==> config.mk <==
export PLATFORM = sky130hd
export DESIGN_NAME = multicycle_sequencer
export DESIGN_NICKNAME = d
export VERILOG_FILES = /design/src/rtl/multicycle_sequencer.sv
export SDC_FILE = /design/constraint.sdc
export NUM_CORES = 1
export LEC_CHECK = 0
export CAP_MARGIN = 5
export CORE_MARGIN = 4
export CORE_UTILIZATION = 31
export DETAILED_ROUTE_END_ITERATION = 10
export SYNTH_ARGS = -nofsm -noshare
export SYNTH_HDL_FRONTEND = slang
export SYNTH_SLANG_ARGS = --single-unit
export TNS_END_PERCENT = 5
==> constraint.sdc <==
create_clock -name clk -period 6.9 [get_ports clk]
set_input_delay 1.38 -clock clk [delete_from_list [all_inputs] [get_ports clk]]
set_output_delay 1.38 -clock clk [all_outputs]
set_load 0.01 [all_outputs]
==> src/rtl/multicycle_sequencer.sv <==
// multicycle_sequencer: multi-cycle control FSM for the six-opcode datapath
// (lw, sw, add, addi, sub, div). Walks each instruction through fetch, decode,
// execute, memory/divide and writeback, and parks in a sticky trap state on an
// illegal opcode or a divider that never answers.
`timescale 1ns/1ps

module multicycle_sequencer #(
  parameter int DIV_TIMEOUT = 64,
  parameter int RET_W       = 32
) (
  input  logic             clk,
  input  logic             rst,
  input  logic             run,
  input  logic [31:0]      instdata,
  input  logic             imem_valid,
  input  logic             dmem_ready,
  input  logic             div_done,
  output logic             imem_req,
  output logic             ir_load,
  output logic [3:0]       alu_op,
  output logic             alu_src,
  output logic             div_start,
  output logic             dmem_rd,
  output logic             dmem_wr,
  output logic             mem_to_reg,
  output logic             reg_wr,
  output logic             pc_inc,
  output logic             trap,
  output logic [1:0]       trap_cause,
  output logic [RET_W-1:0] retired
);

  localparam int CNT_W = (DIV_TIMEOUT > 2) ? $clog2(DIV_TIMEOUT) : 1;
  localparam logic [CNT_W-1:0] CNT_LAST = CNT_W'(DIV_TIMEOUT - 1);

  localparam logic [5:0] OP_NOP  = 6'd0;
  localparam logic [5:0] OP_LW   = 6'd1;
  localparam logic [5:0] OP_SW   = 6'd2;
  localparam logic [5:0] OP_ADD  = 6'd3;
  localparam logic [5:0] OP_ADDI = 6'd4;
  localparam logic [5:0] OP_SUB  = 6'd5;
  localparam logic [5:0] OP_DIV  = 6'd6;

  localparam logic [3:0] ALU_IDLE = 4'b0000;
  localparam logic [3:0] ALU_ADD  = 4'b0001;
  localparam logic [3:0] ALU_SUB  = 4'b0010;
  localparam logic [3:0] ALU_DIV  = 4'b0011;

  localparam logic [1:0] CAUSE_NONE    = 2'b00;
  localparam logic [1:0] CAUSE_ILLEGAL = 2'b01;
  localparam logic [1:0] CAUSE_DIV_TO  = 2'b10;

  typedef enum logic [2:0] {
    S_FETCH,
    S_DECODE,
    S_EXEC,
    S_MEM,
    S_DIV,
    S_WB,
    S_RETIRE,
    S_TRAP
  } state_t;

  state_t           state;
  state_t           state_nxt;
  logic [5:0]       opcode;
  logic [CNT_W-1:0] div_cnt;
  logic [1:0]       cause_q;

  logic             load_op;
  logic             cnt_clr;
  logic             cnt_inc;
  logic             cause_set;
  logic [1:0]       cause_val;
  logic             retire_now;

  logic [3:0]       op_alu;
  logic             op_imm;

  // Only the opcode field of the instruction word matters to the sequencer.
  logic             unused_fields;
  assign unused_fields = ^instdata[25:0];

  // Static per-opcode ALU selection; lw/sw use the adder for address generation.
  always_comb begin
    op_alu = ALU_IDLE;
    op_imm = 1'b0;
    case (opcode)
      OP_LW, OP_SW, OP_ADDI: begin
        op_alu = ALU_ADD;
        op_imm = 1'b1;
      end
      OP_ADD: op_alu = ALU_ADD;
      OP_SUB: op_alu = ALU_SUB;
      OP_DIV: op_alu = ALU_DIV;
      default: begin
        op_alu = ALU_IDLE;
        op_imm = 1'b0;
      end
    endcase
  end

  // Next-state logic plus the side effects on the opcode, divide timer and trap cause.
  always_comb begin
    state_nxt = state;
    load_op   = 1'b0;
    cnt_clr   = 1'b0;
    cnt_inc   = 1'b0;
    cause_set = 1'b0;
    cause_val = CAUSE_NONE;
    case (state)
      S_FETCH: begin
        if (run && imem_valid) begin
          load_op   = 1'b1;
          state_nxt = S_DECODE;
        end
      end
      S_DECODE: begin
        if (opcode == OP_NOP) begin
          state_nxt = S_RETIRE;
        end else if (opcode <= OP_DIV) begin
          state_nxt = S_EXEC;
        end else begin
          state_nxt = S_TRAP;
          cause_set = 1'b1;
          cause_val = CAUSE_ILLEGAL;
        end
      end
      S_EXEC: begin
        case (opcode)
          OP_LW, OP_SW: state_nxt = S_MEM;
          OP_DIV: begin
            state_nxt = S_DIV;
            cnt_clr   = 1'b1;
          end
          default: state_nxt = S_WB;
        endcase
      end
      S_MEM: begin
        if (dmem_ready) begin
          state_nxt = (opcode == OP_LW) ? S_WB : S_RETIRE;
        end
      end
      S_DIV: begin
        if (div_done) begin
          state_nxt = S_WB;
        end else if (div_cnt == CNT_LAST) begin
          state_nxt = S_TRAP;
          cause_set = 1'b1;
          cause_val = CAUSE_DIV_TO;
        end else begin
          cnt_inc = 1'b1;
        end
      end
      S_WB:     state_nxt = S_FETCH;
      S_RETIRE: state_nxt = S_FETCH;
      S_TRAP:   state_nxt = S_TRAP;
      default:  state_nxt = S_FETCH;
    endcase
  end

  assign retire_now = (state == S_WB) || (state == S_RETIRE);

  // State register, latched opcode, divide timer, sticky trap cause and retire counter.
  always_ff @(posedge clk or posedge rst) begin
    if (rst) begin
      state   <= S_FETCH;
      opcode  <= OP_NOP;
      div_cnt <= '0;
      cause_q <= CAUSE_NONE;
      retired <= '0;
    end else begin
      state <= state_nxt;
      if (load_op) begin
        opcode <= instdata[31:26];
      end
      if (cnt_clr) begin
        div_cnt <= '0;
      end else if (cnt_inc) begin
        div_cnt <= div_cnt + CNT_W'(1);
      end
      if (cause_set) begin
        cause_q <= cause_val;
      end
      if (retire_now) begin
        retired <= retired + RET_W'(1);
      end
    end
  end

  // Control outputs decoded from state and latched opcode; only the fetch
  // handshake looks at inputs, and it is held off while reset is asserted.
  always_comb begin
    imem_req   = 1'b0;
    ir_load    = 1'b0;
    alu_op     = ALU_IDLE;
    alu_src    = 1'b0;
    div_start  = 1'b0;
    dmem_rd    = 1'b0;
    dmem_wr    = 1'b0;
    mem_to_reg = 1'b0;
    reg_wr     = 1'b0;
    pc_inc     = 1'b0;
    trap       = 1'b0;
    case (state)
      S_FETCH: begin
        imem_req = run && !rst;
        ir_load  = run && imem_valid && !rst;
      end
      S_EXEC: begin
        alu_op    = op_alu;
        alu_src   = op_imm;
        div_start = (opcode == OP_DIV);
      end
      S_MEM: begin
        alu_op  = op_alu;
        alu_src = op_imm;
        dmem_rd = (opcode == OP_LW);
        dmem_wr = (opcode == OP_SW);
      end
      S_DIV: begin
        alu_op = ALU_DIV;
      end
      S_WB: begin
        alu_op     = op_alu;
        alu_src    = op_imm;
        reg_wr     = 1'b1;
        mem_to_reg = (opcode == OP_LW);
        pc_inc     = 1'b1;
      end
      S_RETIRE: begin
        pc_inc = 1'b1;
      end
      S_TRAP: begin
        trap = 1'b1;
      end
      default: begin
        trap = 1'b0;
      end
    endcase
  end

  assign trap_cause = cause_q;

  // Memory read and write are never requested together.
  assert property (@(posedge clk) disable iff (rst) !(dmem_rd && dmem_wr));

  // A trapped sequencer never writes or retires.
  assert property (@(posedge clk) disable iff (rst)
                   trap |-> !(reg_wr || dmem_wr || pc_inc || imem_req));

endmodule
; ---- Word level (Yosys, flattened, before mapping)
; Cells that the tools add are included.
[totals]
reg_bits = 49
latchBits = 0
ram_bits = 0
romBits = 0
input_bits = 38
out_inout_bits = 48
elab_cells = 80
mem_count = 0
[op_classes]
n_addsub = 2
n_mul = 0
div_mod_pow = 0
n_lt_le_gt_ge = 1
eq_ne = 17
n_shift = 0
mux = 41
n_bitwise = 0
reduce_logical = 14
[op_table]
columns = cell, n
row1 = $add 32x1->32 const B, 1
row2 = $mux 1, 24
row3 = $pmux 3 s7, 1
row4 = $eq 6x3->1 const B, 3
row5 = $mux 3, 6
row6 = $eq 3x3->1 const B, 4
row7 = $eq 6x2->1 const B, 2
row8 = $mux 6, 2
row9 = $pmux 4 s2, 1
row10 = $add 6x1->6 const B, 1
row11 = $eq 3x2->1 const B, 2
row12 = $eq 6x1->1 const B, 1
row13 = $eq 6x6->1 const B, 1
row14 = $le 6x3->1 const B, 1
row15 = $logic_not 6->1, 1
row16 = $mux 2, 3
row17 = $pmux 2 s3, 1
row18 = $pmux 3 s2, 1
row19 = $reduce_or 3->1, 2
row20 = $ne 2x2->1 const B, 2
row21 = $pmux 2 s2, 1
row22 = $reduce_or 2->1, 2
row23 = $reduce_or 4->1, 1
row24 = $eq 3x1->1 const B, 1
row25 = other kinds (8), 10

; ---- Logic depth before layout (Yosys ltp)
[logic_depth]
word_depth = 6
mapped_depth = 7

; ---- Worst setup path before layout
; No wires, ideal clock.
[synth_timing]
path_type = input to output
from = input rst
to = output ir_load
t_arrival_ps = 3011
t_required_ps = 5520
setup_slack_ps = 2509
cell_stages = 3
path_cell_list = inv_1 and4b_1 and2_1
[synth_via]
elab_chain_len = 3
[synth_rtl]
columns = item, line_no
row1 = from (decl), 12  ; input logic rst,
row2 = $logic_not 1->1, 208  ; ir_load = run && imem_valid && !rst;
row3 = $logic_and 1x1->1, 208
row4 = $mux 1, 205  ; case (state)
row5 = to (decl), 19  ; output logic ir_load,
; Every way passes these cells.

; ---- Final worst setup path
; Same ends and word-level chain as after synthesis.

==> results.sh <==
export IMPL_arrival_ns=2.79
export IMPL_postSynthCellCount=254
export IMPL_leakagePower_nw=1.41
export IMPL_drtIter0Drc=68
export IMPL_rrSetupSlack_ns=4.68
export IMPL_core_area_mm2=0.00785
export IMPL_reg2reg_depth=5
export IMPL_grt_overflow=0
export IMPL_p_seq_frac=0.442
export IMPL_nNetsFinal=348
export IMPL_path_cells="clkdlybuf4s50_1, inv_2, and4b_1, and2_1, clkdlybuf4s50_1"
export IMPL_yosysTopAreaCell="dfrtp_1"
export IMPL_htreeDepth=2
export IMPL_die_h_um=98.5
export IMPL_hold_slack_ns=0.482
export IMPL_endpoint_kind="primary output"
export IMPL_post_cts_resized=0
export IMPL_postCtsHoldBufs=0
export IMPL_yosys_most_used_dff="dfrtp_1"
export IMPL_drcViolationCount=0
export IMPL_grt_pass1_vias=1937
export IMPL_irDropWorstVdd_mv=0.172
export IMPL_reg2reg_from="state[2]"
export IMPL_final_max_slew_viol_count=0
export IMPL_hold_path_startpoint="trap_cause[1]"
export IMPL_postSynth_asyncResetShare=1.00
export IMPL_io_pins=86
export IMPL_fmax_mhz=240
export IMPL_synth_seq_cells=49
export IMPL_slowest_delay_ns=0.54
export IMPL_post_cts_buffers=0
export IMPL_synth_edf_count=0
export IMPL_areaGrowthSynthToFinish_pct=29.1
export IMPL_synth_top_area_frac=0.483
export IMPL_wl_per_cell_um=13.8
export IMPL_grt_max_degree=50
export IMPL_cp_top_family="buffers and inverters"
export IMPL_critPathBufInv=3
export IMPL_internal_power_uw=620
export IMPL_power_frac_clock=0.179
export IMPL_wl_um=5670
export IMPL_hpwl_um=4190
export IMPL_drive_gt1_frac=0.0680
export IMPL_swShare=0.387
export IMPL_numClockSinks=49
export IMPL_clock_root_buffer="clkbuf_8"
export IMPL_crit_reg2reg_capture="retired[30]"
export IMPL_status="finished, final reports clean"
export IMPL_cp_num_cells=5
export IMPL_max_slew_margin=0.545
export IMPL_rows=32
export IMPL_worst_pin_slew_ns=0.677
export IMPL_synth_area_mm2=0.00254
export IMPL_final_cell_mix="clkdlybuf4s50_1 (57), dfrtp_1 (49), nand2_1 (33)"
export IMPL_ys_types=45
export IMPL_required_ns=5.52
export IMPL_crit_slowest_cell="clkdlybuf4s50_1"
export IMPL_vias=1981
export IMPL_ys_warn_count=0
export IMPL_cts_tree="yes"
export IMPL_min_delay_worst_endpoint="trap_cause[1]"
export IMPL_place_congestion=0.870
export IMPL_setup_viol=0
export IMPL_numCtsBuffers=5
export IMPL_grt_usage=0.120
export IMPL_antenna_found_initial=0
export IMPL_synth_area_leaders="dfrtp_1 (48%), xnor2_1 (9.0%), nand2_1 (4.9%), xor2_1 (4.5%), nor2_1 (3.4%)"
export IMPL_rsz0062_at_grt="false"
export IMPL_period_share=0.605
export IMPL_ant_nets=0
export IMPL_switching_power_uw=391
export IMPL_die_x_um=98.5
export IMPL_clk_path_buf_depth=2
export IMPL_p_per_area_mw_per_mm2=308
export IMPL_cts_clk_slew_worst_paths_ns=0.09
export IMPL_setup_tns_ns=0
export IMPL_grt_pass1_wl_um=9570
export IMPL_cp_common_cell="clkdlybuf4s50_1"
export IMPL_initial_core_util=0.324
export IMPL_final_common_cell="clkdlybuf4s50_1"
export IMPL_crit_path_start_kind="input port"
export IMPL_viasPerCell=4.82
export IMPL_antenna_cells=0
export IMPL_hold_class="reg -> reg"
export IMPL_fin_skew_ns=0.0129
export IMPL_fin_crit_ns=4.17
export IMPL_seq_area_frac_synth=0.483
export IMPL_holdPathStages=2
export IMPL_critPathKind="in -> out"
export IMPL_worst_path_max_fanout=2
export IMPL_finish_utilization=0.418
export IMPL_maxCapViolCount=0
export IMPL_synth_area_per_cell_um2=10.0
export IMPL_hold_viol=0
export IMPL_clkLatencyLatePin_ns=0.31
export IMPL_die_area_mm2=0.00971
export IMPL_io_buffers=57
export IMPL_first_pass_iters=4
export IMPL_comb_power_share=0.379
worst max-delay path by stage:
stage / start / endpoint / slack (ns)
final: rst / ir_load / 2.73
after CTS: rst / ir_load / 2.70
after global placement: rst / ir_load / 2.72
after floorplan: rst / ir_load / 2.51
after detailed placement: rst / ir_load / 2.72
after global routing: rst / ir_load / 2.64
synthesized netlist by cell type, types with 2 or more instances:
cell type  number
nand2b_1        3
nor4b_1         2
nand3_1        15
a211oi_1        2
buf_2           3
nor2_1         23
or3_1           2
and3_1         11
xnor2_1        26
nor3_1          6
and4_1          4
dfrtp_1        49
buf_4           3
nand4_1         9
inv_1           6
mux2_2          6
nor4_1          4
clkbuf_1        5
nand2_1        33
xor2_1         13
a21oi_1         4
ha_1            2
routing by layer:
layer | track usage | share of wire
met1 | 0.163 | 0.47
met2 | 0.189 | 0.46
met3 | 0.0262 | 0.047
met4 | 0.0431 | 0.017
met5 | 0 | 0
cells by family after synthesis:
kind of cell,share of synthesized area
compound gates,0.0438
xor+xnor,0.141
fa+ha+maj,0.00985
buf+inv,0.0355
flops,0.483
mux,0.0305
other cells,0.00148
simple gates,0.255
sequential cells by signal (all words and copies together), names as in the netlist:
name,count
trap_cause,2
state,3
opcode,6
retired,32
div_cnt,6
metrics by stage:
stage	area [µm²]	std cells	worst slack, ns	power, mW
final	3280	411	2.73	1.01
after global routing	3280	411	2.64	1.09
after CTS	3280	411	2.70	1.02
after detailed placement	3180	403	2.72	0.836
after global placement	3180	403	2.72	0.833
after floorplan	2540	255	2.51	0.709
worst reg2reg max path, cell delays in order (launching register included):
cell	delay [ns]
dfrtp_1	0.69
nand3_1	0.30
nor4b_4	0.46
and4_1	0.40
nand3_1	0.13
xnor2_1	0.14
cell type report:
| class | instances | area (µm²) |
|---|---|---|
| well taps | 102 | 128 |
| fillers | 784 | 4570 |
| clock inverters | 2 | 13.8 |
| flip-flops and latches | 49 | 1230 |
| repair buffers | 58 | 578 |
| clock buffers | 6 | 82.6 |
| inverters | 6 | 22.5 |
| multi-input cells | 188 | 1230 |
power by group through the flow:
stage / sequential (mW) / combinational (mW) / clock [mW]
finish: 0.447 / 0.383 / 0.180
global route: 0.461 / 0.430 / 0.198
CTS: 0.446 / 0.387 / 0.187
detailed placement: 0.452 / 0.384 / 0
global placement: 0.453 / 0.380 / 0
floorplan: 0.401 / 0.308 / 0
Note: power is estimated with default switching activity, not from simulation.
